==> src/rtl/sync_fifo.sv <==
// Single-clock FIFO with registered occupancy, almost-full/empty thresholds,
// selectable registered or first-word-fall-through read data, and sticky error flags.
module sync_fifo #(
    parameter int DATA_WIDTH = 8,
    parameter int ADDR       = 3,
    parameter int AF_LEVEL   = (1 << ADDR) - 2,
    parameter int AE_LEVEL   = 1,
    parameter int FWFT       = 0
) (
    input  logic                  CLK,
    input  logic                  RST,
    input  logic                  winc,
    input  logic [DATA_WIDTH-1:0] wdata,
    input  logic                  rinc,
    input  logic                  clr_err,
    output logic [DATA_WIDTH-1:0] rdata,
    output logic                  wfull,
    output logic                  rempty,
    output logic                  almost_full,
    output logic                  almost_empty,
    output logic [ADDR:0]         count,
    output logic                  overflow,
    output logic                  underflow
);

    localparam int DEPTH = 1 << ADDR;
    localparam logic [ADDR:0] DEPTH_CNT = (ADDR + 1)'(DEPTH);
    localparam logic [ADDR:0] AF_CNT    = (ADDR + 1)'(AF_LEVEL);
    localparam logic [ADDR:0] AE_CNT    = (ADDR + 1)'(AE_LEVEL);
    localparam logic [ADDR:0] PTR_ONE   = (ADDR + 1)'(1);

    logic [DATA_WIDTH-1:0] mem_r [DEPTH];
    logic [ADDR:0]         wptr_r;
    logic [ADDR:0]         rptr_r;
    logic [ADDR:0]         count_r;
    logic                  overflow_r;
    logic                  underflow_r;
    logic                  wr_acc_s;
    logic                  rd_acc_s;

    // Acceptance depends only on registered state, so there is no pass-through when full/empty.
    always_comb begin
        wr_acc_s = winc & ~wfull;
        rd_acc_s = rinc & ~rempty;
    end

    // Status flags decoded from the registered count only.
    always_comb begin
        wfull        = (count_r == DEPTH_CNT);
        rempty       = (count_r == {(ADDR + 1){1'b0}});
        almost_full  = (count_r >= AF_CNT);
        almost_empty = (count_r <= AE_CNT);
    end

    assign count     = count_r;
    assign overflow  = overflow_r;
    assign underflow = underflow_r;

    // Storage array; intentionally not reset.
    always_ff @(posedge CLK) begin
        if (wr_acc_s) begin
            mem_r[wptr_r[ADDR-1:0]] <= wdata;
        end
    end

    // Pointers and occupancy; reset discards all contents.
    always_ff @(posedge CLK) begin
        if (RST) begin
            wptr_r  <= {(ADDR + 1){1'b0}};
            rptr_r  <= {(ADDR + 1){1'b0}};
            count_r <= {(ADDR + 1){1'b0}};
        end else begin
            if (wr_acc_s) begin
                wptr_r <= wptr_r + PTR_ONE;
            end
            if (rd_acc_s) begin
                rptr_r <= rptr_r + PTR_ONE;
            end
            case ({wr_acc_s, rd_acc_s})
                2'b10:   count_r <= count_r + PTR_ONE;
                2'b01:   count_r <= count_r - PTR_ONE;
                default: count_r <= count_r;
            endcase
        end
    end

    // Sticky error flags: a new error in the same cycle as clr_err keeps the flag set.
    always_ff @(posedge CLK) begin
        if (RST) begin
            overflow_r  <= 1'b0;
            underflow_r <= 1'b0;
        end else begin
            if (winc && wfull) begin
                overflow_r <= 1'b1;
            end else if (clr_err) begin
                overflow_r <= 1'b0;
            end
            if (rinc && rempty) begin
                underflow_r <= 1'b1;
            end else if (clr_err) begin
                underflow_r <= 1'b0;
            end
        end
    end

    generate
        if (FWFT != 0) begin : g_fwft
            assign rdata = mem_r[rptr_r[ADDR-1:0]];
        end else begin : g_reg
            logic [DATA_WIDTH-1:0] rdata_r;

            // Registered read port: loads the head word on an accepted read, holds otherwise.
            always_ff @(posedge CLK) begin
                if (RST) begin
                    rdata_r <= {DATA_WIDTH{1'b0}};
                end else if (rd_acc_s) begin
                    rdata_r <= mem_r[rptr_r[ADDR-1:0]];
                end
            end

            assign rdata = rdata_r;
        end
    endgenerate

endmodule

==> config.mk <==
export PLATFORM = sky130hd
export DESIGN_NAME = sync_fifo
export DESIGN_NICKNAME = d
export VERILOG_FILES = /design/src/rtl/sync_fifo.sv
export SDC_FILE = /design/constraint.sdc
export NUM_CORES = 1
export LEC_CHECK = 0
export BUFFER_PORTS_ARGS = -buffer_cell sky130_fd_sc_hd__clkbuf_2
export CAP_MARGIN = 10
export CORE_AREA = 2 2 102 104
export DETAILED_ROUTE_END_ITERATION = 12
export DIE_AREA = 0 0 104 106
export PLACE_DENSITY_LB_ADDON = 0.08
export SYNTH_ARGS = -nofsm -noshare
export SYNTH_HDL_FRONTEND = slang
export SYNTH_SLANG_ARGS = --single-unit
==> constraint.sdc <==
create_clock -name CLK -period 3.9 [get_ports CLK]
set_input_delay 0.39 -clock CLK [delete_from_list [all_inputs] [get_ports CLK]]
set_output_delay 0.39 -clock CLK [all_outputs]
set_load 0.01 [all_outputs]
==> impl_metrics.tcl <==
set metrics [dict create \
    p_leak_nw 1.36 \
    start_kind "flip-flop" \
    setup_tns_ns 0 \
    synth_compound_area_frac 0.0735 \
    nets 280 \
    cts_tree "done" \
    peakVddDrop_mv 0.191 \
    synth_edf_count 64 \
    hpwl_mm 4.47 \
    ys_types 31 \
    rsz0062_at_grt "false" \
    layoutNonFillerInstCount 400 \
    grt_pass1_wl_mm 10.8 \
    synthTopCellsByArea "edfxtp_1 57%, dfxtp_1 12%, mux2i_1 10%, a22oi_1 3.6%, ha_1 3.0%" \
    antenna_found_initial 0 \
    yosys_warnings 0 \
    cp_max_fo 7 \
    grt_pass1_vias 1797 \
    routed_wl_mm 7.18 \
    first_iter_violations 91 \
    crit_top_cell "ha_1" \
    crit_type "flip-flop to flip-flop" \
    worst_slew_pin_slew_ns 1.13 \
    register_area_um2 2320 \
    drive_above_1_share 0.205 \
    finalCritPeriodShare 0.679 \
    initial_core_util 0.337 \
    status "finished, final reports clean" \
    slew_violations 0 \
    slowest_delay_ns 0.59 \
    final_core_util 0.388 \
    fillers 969 \
    cts_setup_buffers 0 \
    clock_path_buffers 2 \
    antennaDiodeCount 0 \
    dieArea_um2 11000 \
    insertion_delay_ns 0.35 \
    numCtsBuffers 9 \
    synth_top_family_by_area "multiplexers" \
    place_area_um2 3670 \
    fmax_mhz 378 \
    slew_headroom 0.243 \
    mostFrequentLayoutCells "64 x edfxtp_1, 34 x mux2i_1, 30 x clkbuf_2, 19 x dfxtp_1, 17 x nor2_1" \
    cp_num_buf_inv 1 \
    cp.required_ns 4.13 \
    synth_nets 245 \
    htree_levels 3 \
    cp_cell_sequence "inv_1 -> ha_1 -> or3b_1 -> and2_1 -> ha_1 -> or4b_2 -> a21oi_1 -> xnor2_1 -> nor2_1" \
    dieWidth_um 104 \
    cts_resized 0 \
    finalInstanceArea_um2 3880 \
    grt_use_total 0.136 \
    ys_seq_elements 84 \
    drv_cap 0 \
    syn_avg_cell_area_um2 15.1 \
    setup_viol 0 \
    p_per_area_nw_per_um2 602 \
    timing.final.hold_violations 0 \
    top_level_ports 31 \
    path_delay_family "simple AND/OR/NAND/NOR gates" \
    ant_nets 0 \
    area_growth_pct 15.1 \
    r2r_setup_slack_ns 1.25 \
    first_pass_iters 4 \
    crit_path_end_kind "flip-flop" \
    seq_area_frac_synth 0.689 \
    gp_congestion 0.727 \
    yosys.area_share.simple 0.0705 \
    syn-cell-area_um2 3370 \
    multi_input_area_um2 978 \
    hold_path.class "input port to flip-flop" \
    io_buffers 30 \
    synthesis.instances 224 \
    clk_pin_slew_ns 0.08 \
    synth_top_area_frac 0.570 \
    yosys.area_share.adder 0.0297 \
    vias_per_cell 4.68 \
    yosys-mux-area-fraction 0.101 \
    post_drt_wl_per_cell_um 18.0 \
    drc 0 \
    final_common_cell "edfxtp_1" \
    cp_data_arrival_time_ns 2.88 \
    async_reset_ff_frac 0 \
    gr-total-overflow 0 \
    via_count 1873 \
    fp-row-count 37 \
    cts_root_buf "clkbuf_8" \
    grt_start_max_net_pins 35 \
    yosysTopAreaCell "edfxtp_1" \
    fin_crit_ns 2.65 \
    die_h_um 106 \
    synth_flop_cell "edfxtp_1" \
    holdBufCountCts 0 \
    finClkSkew_ns 0.0122 \
    synthXorXnorAreaFrac 0.0156 \
    cts.sinks 84 \
    placedCellCount 384 \
    core_area_um2 10000 \
    cpMaxStageDelayCell "or4b_2" \
]
-- worst register-to-register path, delay by kind of cell, from the launching register on --
family,cells,cell delay (ns)
AOI/OAI and AO/OA,1,0.19
xor gates and xnor gates,1,0.14
adders and majority gates,2,0.52
buffers and inverters,1,0.13
DFF,1,0.47
and+or+nand+nor,4,1.11
-- where the power goes --
group	switching, mW	internal (mW)	leakage [nW]
clock	0.311	0.362	0.111
combinational	0.242	0.255	0.506
sequential	0.134	1.03	0.745
total	0.687	1.65	1.36
-- sequential cells by signal, summed over array words and instances (netlist names) --
register and flops:
mem_r 64, rdata 8, count 4, rptr_r 3, wptr_r 3, overflow 1
underflow 1
-- path summary, 6_finish.rpt --
kind,from,end,depth (start not counted)
setup / recovery,count[0],count[3],9
hold / removal,rinc,underflow,3
hold reg to reg,rdata[5],rdata[5],1
setup reg to reg,count[0],count[3],9
-- cell families (layout without fill, tap and decap cells) --
family	Yosys count	in the layout
flip-flops	84	84
AND/OR/NAND/NOR	45	45
multiplexers	34	34
AO/OA/AOI/OAI	33	33
buffers and inverters	14	54
adder cells (fa/ha/maj)	8	8
XOR/XNOR	6	6
-- metrics by stage --
stage          hold WS [ns]  worst slack, ns  power [mW]
3_5_place_dp          0.457             1.25        1.70
4_1_cts               0.318             1.24        2.38
2_1_floorplan         0.459             1.44        1.52
3_3_place_gp          0.449             1.31        1.70
6_report              0.332             1.25        2.34
5_1_grt               0.313             1.08        2.47
-- metal layers --
metal	routed length, um	vias to the layer above	track usage
met2	3360	36	0.211
met5	0	-	0
met4	80	0	0.0608
met1	3460	910	0.185
li1	-	920	-
met3	287	7	0.0294
-- final cells by class --
type | count | share of cell area
well taps | 136 | 0.0438
inverters | 4 | 0.00387
repair buffers | 34 | 0.0464
clock inverters | 6 | 0.0226
flip-flops and latches | 84 | 0.598
clock buffers | 10 | 0.0329
multi-input cells | 126 | 0.252
-- synth_stat cells (3+ instances only) --
cell and number:
a21oi_1 6, nand2_1 4, nand2b_1 3, edfxtp_1 64, a32o_1 8, inv_1 4
a22oi_1 16, xor2_1 4, ha_1 8, nor2_1 17, nor2b_1 4, nor3_1 3
buf_2 3, buf_1 3, mux2i_1 34, nand3_1 4, dfxtp_1 20
No activity file was read; power rests on OpenSTA's default activity.
